**config.mk**
```make
export PLATFORM = sky130hd
export DESIGN_NAME = data_bus_ctrl_flat
export DESIGN_NICKNAME = d
export VERILOG_FILES = /design/src/rtl/data_bus_ctrl_if.sv /design/src/rtl/data_bus_ctrl.sv /design/src/flat_wrapper.sv
export SDC_FILE = /design/constraint.sdc
export NUM_CORES = 2
export LEC_CHECK = 0
export ABC_AREA = 0
export ABC_CLOCK_PERIOD_IN_PS = 3200
export BUFFER_PORTS_ARGS = -buffer_cell sky130_fd_sc_hd__buf_2
export CORE_MARGIN = 2
export CORE_UTILIZATION = 63
export CTS_CLUSTER_SIZE = 28
export DETAILED_ROUTE_END_ITERATION = 12
export PLACE_DENSITY = 0.81
export SLEW_MARGIN = 30
export SYNTH_ARGS = -nofsm -noshare
export SYNTH_HDL_FRONTEND = slang
export SYNTH_SLANG_ARGS = --single-unit
```
**constraint.sdc**
```tcl
create_clock -name clk -period 3.2 [get_ports clk]
set_input_delay 0.16 -clock clk [delete_from_list [all_inputs] [get_ports clk]]
set_output_delay 0.16 -clock clk [all_outputs]
set_load 0.01 [all_outputs]
```
**src/rtl/data_bus_ctrl_if.sv**
```systemverilog
// Data-side CPU bus: word address, write data, write strobe and combinational read data.
// The CPU drives the master side; data_bus_ctrl implements the slave side.
interface data_bus_ctrl_if;
  logic [15:0] data_addr;
  logic [15:0] data_wdata;
  logic        mem_wr_en;
  logic [15:0] data_rdata;

  modport master (
    output data_addr,
    output data_wdata,
    output mem_wr_en,
    input  data_rdata
  );

  modport slave (
    input  data_addr,
    input  data_wdata,
    input  mem_wr_en,
    output data_rdata
  );
endinterface

```
**src/rtl/data_bus_ctrl.sv**
```systemverilog
// Data bus decoder: word RAM, GPIO port and a prescaled compare timer.
// Define DBUS_WR_ERR_EN to trap writes to read-only/unmapped addresses.
module data_bus_ctrl #(
  parameter int          RAM_AW  = 8,
  parameter logic [15:0] IO_BASE = 16'hFF00
) (
  input  logic         clk,
  input  logic         rst_n,
  data_bus_ctrl_if.slave bus,
  output logic [15:0]  gpio_out,
  input  logic [15:0]  gpio_in,
  output logic         timer_irq
);

  localparam int RAM_DEPTH = 1 << RAM_AW;

  logic [15:0] ram [RAM_DEPTH];

  logic        wr;
  logic        ram_hit;
  logic        io_hit;
  logic [16:0] io_delta;
  logic [2:0]  io_off;
  logic        sel_gpo;
  logic        sel_gpi;
  logic        sel_cnt;
  logic        sel_cmp;
  logic        sel_ctrl;
  logic        sel_stat;
  logic        sel_eaddr;

  logic [15:0] gpio_s1;
  logic [15:0] gpio_s2;

  logic [15:0] cnt;
  logic [15:0] cmp;
  logic        en;
  logic        com;
  logic        ie;
  logic [3:0]  p;
  logic [3:0]  pcnt;
  logic        flag;

  logic        tick;
  logic        match;
  logic        w1c0;
  logic        p_chg;
  logic        err_bit;
  logic [15:0] eaddr_rd;

  assign wr       = bus.mem_wr_en;
  assign ram_hit  = 32'(bus.data_addr) < 32'(RAM_DEPTH);
  // Borrow or any bit above [2] means the address is outside the 8-word block
  assign io_delta = {1'b0, bus.data_addr} - {1'b0, IO_BASE};
  assign io_hit   = io_delta[16:3] == '0;
  assign io_off   = io_delta[2:0];

  assign sel_gpo   = io_hit && io_off == 3'd0;
  assign sel_gpi   = io_hit && io_off == 3'd1;
  assign sel_cnt   = io_hit && io_off == 3'd2;
  assign sel_cmp   = io_hit && io_off == 3'd3;
  assign sel_ctrl  = io_hit && io_off == 3'd4;
  assign sel_stat  = io_hit && io_off == 3'd5;
  assign sel_eaddr = io_hit && io_off == 3'd6;

  assign tick  = en && pcnt == p;
  assign match = tick && cnt == cmp;
  assign w1c0  = wr && sel_stat && bus.data_wdata[0];
  assign p_chg = wr && sel_ctrl && bus.data_wdata[7:4] != p;

  always_ff @(posedge clk) begin
    if (wr && ram_hit) begin
      ram[bus.data_addr[RAM_AW-1:0]] <= bus.data_wdata;
    end
  end

  always_ff @(posedge clk or negedge rst_n) begin
    if (!rst_n) begin
      gpio_out <= '0;
    end else if (wr && sel_gpo) begin
      gpio_out <= bus.data_wdata;
    end
  end

  always_ff @(posedge clk or negedge rst_n) begin
    if (!rst_n) begin
      gpio_s1 <= '0;
      gpio_s2 <= '0;
    end else begin
      gpio_s1 <= gpio_in;
      gpio_s2 <= gpio_s1;
    end
  end

  always_ff @(posedge clk or negedge rst_n) begin
    if (!rst_n) begin
      en  <= 1'b0;
      com <= 1'b0;
      ie  <= 1'b0;
      p   <= '0;
      cmp <= '0;
    end else begin
      if (wr && sel_ctrl) begin
        en  <= bus.data_wdata[0];
        com <= bus.data_wdata[1];
        ie  <= bus.data_wdata[2];
        p   <= bus.data_wdata[7:4];
      end
      if (wr && sel_cmp) begin
        cmp <= bus.data_wdata;
      end
    end
  end

  always_ff @(posedge clk or negedge rst_n) begin
    if (!rst_n) begin
      pcnt <= '0;
    end else if (p_chg || !en || tick) begin
      pcnt <= '0;
    end else begin
      pcnt <= pcnt + 4'd1;
    end
  end

  // A CPU write to the count takes priority over the tick update
  always_ff @(posedge clk or negedge rst_n) begin
    if (!rst_n) begin
      cnt <= '0;
    end else if (wr && sel_cnt) begin
      cnt <= bus.data_wdata;
    end else if (tick) begin
      cnt <= (match && com) ? 16'd0 : cnt + 16'd1;
    end
  end

  always_ff @(posedge clk or negedge rst_n) begin
    if (!rst_n) begin
      flag <= 1'b0;
    end else begin
      flag <= match || (flag && !w1c0);
    end
  end

  assign timer_irq = flag && ie;

`ifdef DBUS_WR_ERR_EN
  logic        err_flag;
  logic [15:0] err_addr;
  logic        wr_bad;
  logic        w1c1;
  logic        capture;

  assign wr_bad  = wr && !(ram_hit || sel_gpo || sel_cnt ||
                           sel_cmp || sel_ctrl || sel_stat);
  assign w1c1    = wr && sel_stat && bus.data_wdata[1];
  assign capture = wr_bad && (!err_flag || w1c1);

  always_ff @(posedge clk or negedge rst_n) begin
    if (!rst_n) begin
      err_flag <= 1'b0;
      err_addr <= '0;
    end else begin
      err_flag <= wr_bad || (err_flag && !w1c1);
      if (capture) begin
        err_addr <= bus.data_addr;
      end
    end
  end

  assign err_bit  = err_flag;
  assign eaddr_rd = err_addr;
`else
  assign err_bit  = 1'b0;
  assign eaddr_rd = '0;
`endif

  always_comb begin
    bus.data_rdata = '0;
    unique case (1'b1)
      ram_hit:   bus.data_rdata = ram[bus.data_addr[RAM_AW-1:0]];
      sel_gpo:   bus.data_rdata = gpio_out;
      sel_gpi:   bus.data_rdata = gpio_s2;
      sel_cnt:   bus.data_rdata = cnt;
      sel_cmp:   bus.data_rdata = cmp;
      sel_ctrl:  bus.data_rdata = {8'd0, p, 1'b0, ie, com, en};
      sel_stat:  bus.data_rdata = {14'd0, err_bit, flag};
      sel_eaddr: bus.data_rdata = eaddr_rd;
      default:   bus.data_rdata = '0;
    endcase
  end

endmodule

```
**src/flat_wrapper.sv**
```systemverilog
// flat-port wrapper written by rule: the top's interface ports become plain ports
module data_bus_ctrl_flat 
#(
  parameter int          RAM_AW  = 8,
  parameter logic [15:0] IO_BASE = 16'hFF00
)
  (clk, rst_n, gpio_out, gpio_in, timer_irq, bus_data_addr, bus_data_wdata, bus_mem_wr_en, bus_data_rdata);
  data_bus_ctrl_if bus_i ();
  input  logic clk;
  input  logic rst_n;
  output logic [15:0] gpio_out;
  input  logic [15:0] gpio_in;
  output logic timer_irq;
  input wire logic [$bits(bus_i.data_addr)-1:0] bus_data_addr;
  input wire logic [$bits(bus_i.data_wdata)-1:0] bus_data_wdata;
  input wire logic [$bits(bus_i.mem_wr_en)-1:0] bus_mem_wr_en;
  output wire logic [$bits(bus_i.data_rdata)-1:0] bus_data_rdata;
  assign bus_i.data_addr = bus_data_addr;
  assign bus_i.data_wdata = bus_data_wdata;
  assign bus_i.mem_wr_en = bus_mem_wr_en;
  assign bus_data_rdata = bus_i.data_rdata;
  data_bus_ctrl #(.RAM_AW(RAM_AW), .IO_BASE(IO_BASE)) u_core (.clk(clk), .rst_n(rst_n), .bus(bus_i), .gpio_out(gpio_out), .gpio_in(gpio_in), .timer_irq(timer_irq));
endmodule
```
After elaboration in Yosys (flattened, before gate mapping) --
Memory sizes are Yosys's and may differ from the RTL's. Cells that the tools add are included. W data, S select, Z words.
Cells by class: $add $sub $neg 3, magnitude comparators 1, eq/ne operators 8, mux-type cells 7, reduce and logical (&&, ||, !) cells 27
Operator list (count):
- $pmux W16 S7 | 1
- $mux W16 | 3
- $logic_and A1 B1 Y1 | 19
- $sub A16 B16 Y17 const B | 1
- $add A16 B1 Y16 const B | 1
- $eq A16 B16 Y1 | 1
- $lt A16 B9 Y1 const B | 1
- $logic_not A14 Y1 | 1
- $eq A3 B2 Y1 const B | 2
- $eq A3 B3 Y1 const B | 2
- $add A4 B1 Y4 const B | 1
- $eq A4 B4 Y1 | 1
- $mux W4 | 1
- $ne A4 B4 Y1 | 1
- $eq A3 B1 Y1 const B | 1
- $logic_not A3 Y1 | 1
- $logic_or A1 B1 Y1 | 3
- $logic_not A1 Y1 | 2
- $mux W1 | 2
- $reduce_bool A2 Y1 | 1
Storage, ports and cells: register bits 92, RAM bits 4096, bits of input ports 51, output and inout bits 33, logic and storage cells 58, memories kept 1
Memory list:
- u_core.ram | depth 256, width 16, rd ports 1, clocked after Yosys merged registers in 0, write ports 1, RTL line data_bus_ctrl.sv:17 | logic [15:0] ram [RAM_DEPTH];

Logic depth before layout (Yosys ltp) --
depth after elaboration 8, depth in mapped cells 13, gate-level depth less buffers 9

Worst setup path before layout --
OpenSTA, ideal clock, no wires.
path type input to register, start in bus_data_addr[8], end mem u_core.ram[204][0], enable pin, library setup time 388 ps, arrival 2659 ps, data required time 2812 ps, path slack 153 ps, cell stages on the path 9, path buffers 1, path through inv_1 > ha_1 > or4b_1 > nor4_2 > nand2_1 > nor3_1 > nand3_1 > clkbuf_1 > nor2_1
On the way: longest elaborated chain between the ends 4
RTL lines:
- start: declaration | RTL line flat_wrapper.sv:14 | input wire logic [$bits(bus_i.data_addr)-1:0] bus_data_addr;
- $lt A16 B9 Y1 | RTL line data_bus_ctrl.sv:52 | assign ram_hit = 32'(bus.data_addr) < 32'(RAM_DEPTH);
- $logic_and A1 B1 Y1 | RTL line data_bus_ctrl.sv:72 | if (wr && ram_hit) begin
- $mux W1 | RTL line data_bus_ctrl.sv:72
- $mux W1 (not written as such) | RTL line data_bus_ctrl.sv:73 | ram[bus.data_addr[RAM_AW-1:0]] <= bus.data_wdata;
- end: declaration | RTL line data_bus_ctrl.sv:17
Every way passes these cells.

Worst setup path after layout --
start mem u_core.ram[166][8], end out bus_data_rdata[8]
On the way: longest elaborated chain between the ends 2
RTL lines:
- $mem_v2 Z256 W16
- $pmux W16 S7 | RTL line data_bus_ctrl.sv:179 | unique case (1'b1)
- end: declaration | RTL line flat_wrapper.sv:17 | output wire logic [$bits(bus_i.data_rdata)-1:0] bus_data_rdata;
Every way passes these cells.

==> run summary <==
Insertion delay to the later sink of the worst-skew pair = 1.04 ns
Post-DP HPWL = 279,500 microns
Slew HR = 28.27%
Avg WL per Cell = 39.34 microns
Cell area after synthesis = 161,600 sq um
CTS tree = built
GR Overflow Total = 0
Iteration-0 DRC Markers = 18,040
Failing checks = negative setup slack
Worst setup margin = -1.010 ns
Clk buf depth = 4
Grt peak-use layer = met2
Antenna-violating nets left = 0
Slowest CP cell = mux4_2
Via count = 93,840
Least-Margin Pin Slew = 1.076 ns
CP bufs+invs = 4
Sequential-to-total area share from yosys stat = 77.55%
Final setup fails = 16
Met3 GRT Util = 10.39%
Finished Cell Area = 190,000 sq um
Clk_skew = 0.04067 ns
WS Path Type = flip-flop to output pin
DP Area = 175,400 sq um
Ys Warns = 0
WP data required = 3.04 ns
CTS clock-pin slew for the worst setup and hold paths = 0.06 ns
Synthesis-stage register bit count = 4,188
Core Util, Final = 74.63%
Die width = 510.4 microns
CTS Root Cell = clkbuf_16
CTS buffer count = 409
RSZ-0062 raised after global routing = true
Worst Hold Path EP = u_core.ram[206][2]
CTS H-tree depth = 5
# fillers = 12,340
CP cell instances = mux4_2 > a22oi_2 > buf_4 > nand4_1 > buf_4 > nor3_4 > a41oi_2 > buf_6 > a2111o_1 > buf_2
Mapped Avg Cell Area = 20.80 sq um
FF-to-FF Start = u_core.p[1]
Global placer's final weighted congestion = 0.9280
Distinct cells, synth = 81
# DRC = 0
FF-to-FF path depth = 7
Final hold violation count = 0
Worst path top cell family by delay = buffers and inverters
Final period util = 131.5%
Reg-to-reg endpoint = u_core.cnt[14]
Status = finished with violations
Most common cell after layout, fill and taps aside = edfxtp_1
Ys async rst share = 2.197%
Setup crit end kind = output pin
EDFF count, synth = 4,096
Post-Synthesis Cells = 7,768
P&R area growth vs syn = 17.60%
Via-per-instance ratio = 7.481
Worst R2R Setup Slack = 0.88 ns
Arrival time at the worst endpoint = 4.05 ns
TritonRoute pass-1 iters = 6
Crit path largest cell delay = 0.53 ns
Most used cell, CP = buf_4
Crit-path max FO = 1
Ys flop type = edfxtp_1
Vias in the first global route = 92,830
Startpoint Class = flip-flop
Die area = 260,500 sq um
Grt met1 use = 47.82%
Layout cells sized above 1 = 28.96%
Hold_ws = 0.1123 ns
Worst vdd ir = 0.0005965 V
Initial antenna violation count = 23
Top Ports = 84
Global-route wire length before repair = 682,400 microns
Die Y = 510.4 microns
# clock sinks = 4,188
F_max = 237.6 MHz
Most frequent cells in the layout = edfxtp_1 (4,096), mux4_2 (753), buf_4 (692)
Nets = 8,907
Min cycle time layout = 4.210 ns
Syn_nets = 7,823
Pleak = 62.69 nW
Worst Hold Launch = bus_data_addr[7]
Met2 usage = 57.62%
Port Buffers = 83
Hold path depth = 5
Total Wirelength = 493,400 microns
Fin. max-slew vios = 0
Worst min path class = input port to flip-flop
Max cap viols = 0
Tot Pwr = 113.2 mW
Row cnt = 185
Stages on the worst setup path = 10
Starting Density = 63.46%
Pwr/cell area = 595.8 nW/um^2
Largest net degree at the start of global routing = 118
GRT Util Overall = 37.42%
Core area = 254,600 sq um
==> cells in the mapped netlist, types with 6 or more instances <==
master / number / area share [%]
o21ai_0: 74 / 0.23
o41ai_1: 8 / 0.043
nor4_1: 9 / 0.035
and3_1: 49 / 0.19
buf_1: 44 / 0.10
nand2b_1: 6 / 0.023
mux4_2: 753 / 10
dfrtp_1: 92 / 1.4
buf_2: 141 / 0.44
a21oi_1: 60 / 0.19
xnor2_1: 27 / 0.15
nor2b_1: 19 / 0.074
buf_4: 88 / 0.41
a221oi_1: 75 / 0.41
and4_1: 13 / 0.070
clkbuf_1: 173 / 0.40
nand3_1: 91 / 0.28
edfxtp_1: 4096 / 76
mux2i_1: 604 / 3.7
a32oi_1: 18 / 0.098
a22o_1: 42 / 0.23
a211oi_1: 19 / 0.088
a22oi_1: 308 / 1.4
nor3_1: 36 / 0.11
mux2_2: 41 / 0.29
a31oi_1: 33 / 0.13
o2111a_1: 6 / 0.042
a41oi_1: 14 / 0.076
o21a_1: 7 / 0.033
xor2_1: 10 / 0.054
a311oi_1: 8 / 0.043
buf_6: 10 / 0.070
nand2_1: 147 / 0.34
nand4_1: 64 / 0.25
o22ai_1: 89 / 0.34
o221ai_1: 8 / 0.043
inv_1: 13 / 0.030
a2111o_1: 8 / 0.056
o31ai_1: 8 / 0.037
and2_1: 16 / 0.062
o211ai_1: 11 / 0.051
nor2_1: 346 / 0.80
==> state kept, by name, indices dropped and copies added (netlist names) <==
register / count
u_core.cnt: 16
u_core.pcnt: 4
u_core.cmp: 16
u_core.gpio_s2: 16
u_core.ie: 1
u_core.p: 4
u_core.gpio_s1: 16
u_core.gpio_out: 16
u_core.com: 1
u_core.en: 1
u_core.ram: 4096
u_core.flag: 1
==> worst reg2reg max path, cell delays in order (launching register included) <==
cell and delay, ns:
dfrtp_1 0.49, xor2_1 0.22, nor3_1 0.31, and3_1 0.38
a41oi_1 0.18, nand2_1 0.21, o22ai_1 0.12, a221o_1 0.31
==> cells by family (layout without fill, tap and decap cells) <==
logic type               after synthesis  in the layout  synth area share [%]
adder cells (fa/ha/maj)                4              4               0.03097
AO/OA/AOI/OAI                        827            827                 3.725
other                                  0              8                     0
multiplexers                        1398           1398                 14.52
XOR/XNOR                              37             37                0.2006
flip-flops                          4188           4188                 77.55
buffers and inverters                472           1873                 1.457
AND/OR/NAND/NOR                      842            842                 2.518
==> how the worst max path moves through the flow <==
stage / startpoint / to / slack (ns)
final: u_core.ram[166][8] / bus_data_rdata[8] / -1.01
after global routing: u_core.ram[166][13] / bus_data_rdata[13] / -0.98
after CTS: u_core.ram[166][8] / bus_data_rdata[8] / -0.90
after detailed placement: bus_data_addr[3] / bus_data_rdata[14] / -0.97
after global placement: bus_data_addr[0] / bus_data_rdata[15] / -1.01
after floorplan: bus_data_addr[8] / u_core.ram[204][0] / 0.15
==> per-layer routing <==
layer,wire (microns),part of all wire (%),vias to the layer above
met3,72040,15,2001
met4,38860,7.9,20
li1,-,-,34700
met5,194,0.039,-
met1,152700,31,47250
met2,229700,47,9868
==> cell type report <==
type	count	area, sq um	area share [%]
sequential	4188	125300	65.94
multi-input combinational	3108	35280	18.57
timing repair buffer	1130	12400	6.525
clock buffer	508	10890	5.732
tap	3366	4212	2.216
clock inverter	220	1857	0.9772
inverter	15	56.30	0.02963
antenna	8	20.02	0.01054
==> power breakdown <==
group / switching (mW) / total (mW) / internal (mW)
combinational: 3.84 / 5.94 / 2.10
clock: 20.7 / 47.1 / 26.4
sequential: 0.0102 / 60.2 / 60.2
==> repair_timing <==
| action | CTS | global route |
|---|---|---|
| pin swaps | 93 | 44 |
| endpoints found under the setup margin | 16 | 16 |
| hold buffers | 53 | 0 |
| buffers inserted | 0 | 0 |
| hold endpoints to repair | 2601 | 0 |
| resized for setup | 208 | 55 |
==> through the flow <==
stage	setup TNS, ns	worst slack, ns	instances
after floorplan	0	0.1526	7768
after global placement	-69.87	-1.008	11760
after detailed placement	-8.016	-0.9744	11760
after CTS	-9.793	-0.8987	12540
after global routing	-11.04	-0.9801	12540
final	-11.06	-1.010	12540
Power figures use the tool's default switching activity.
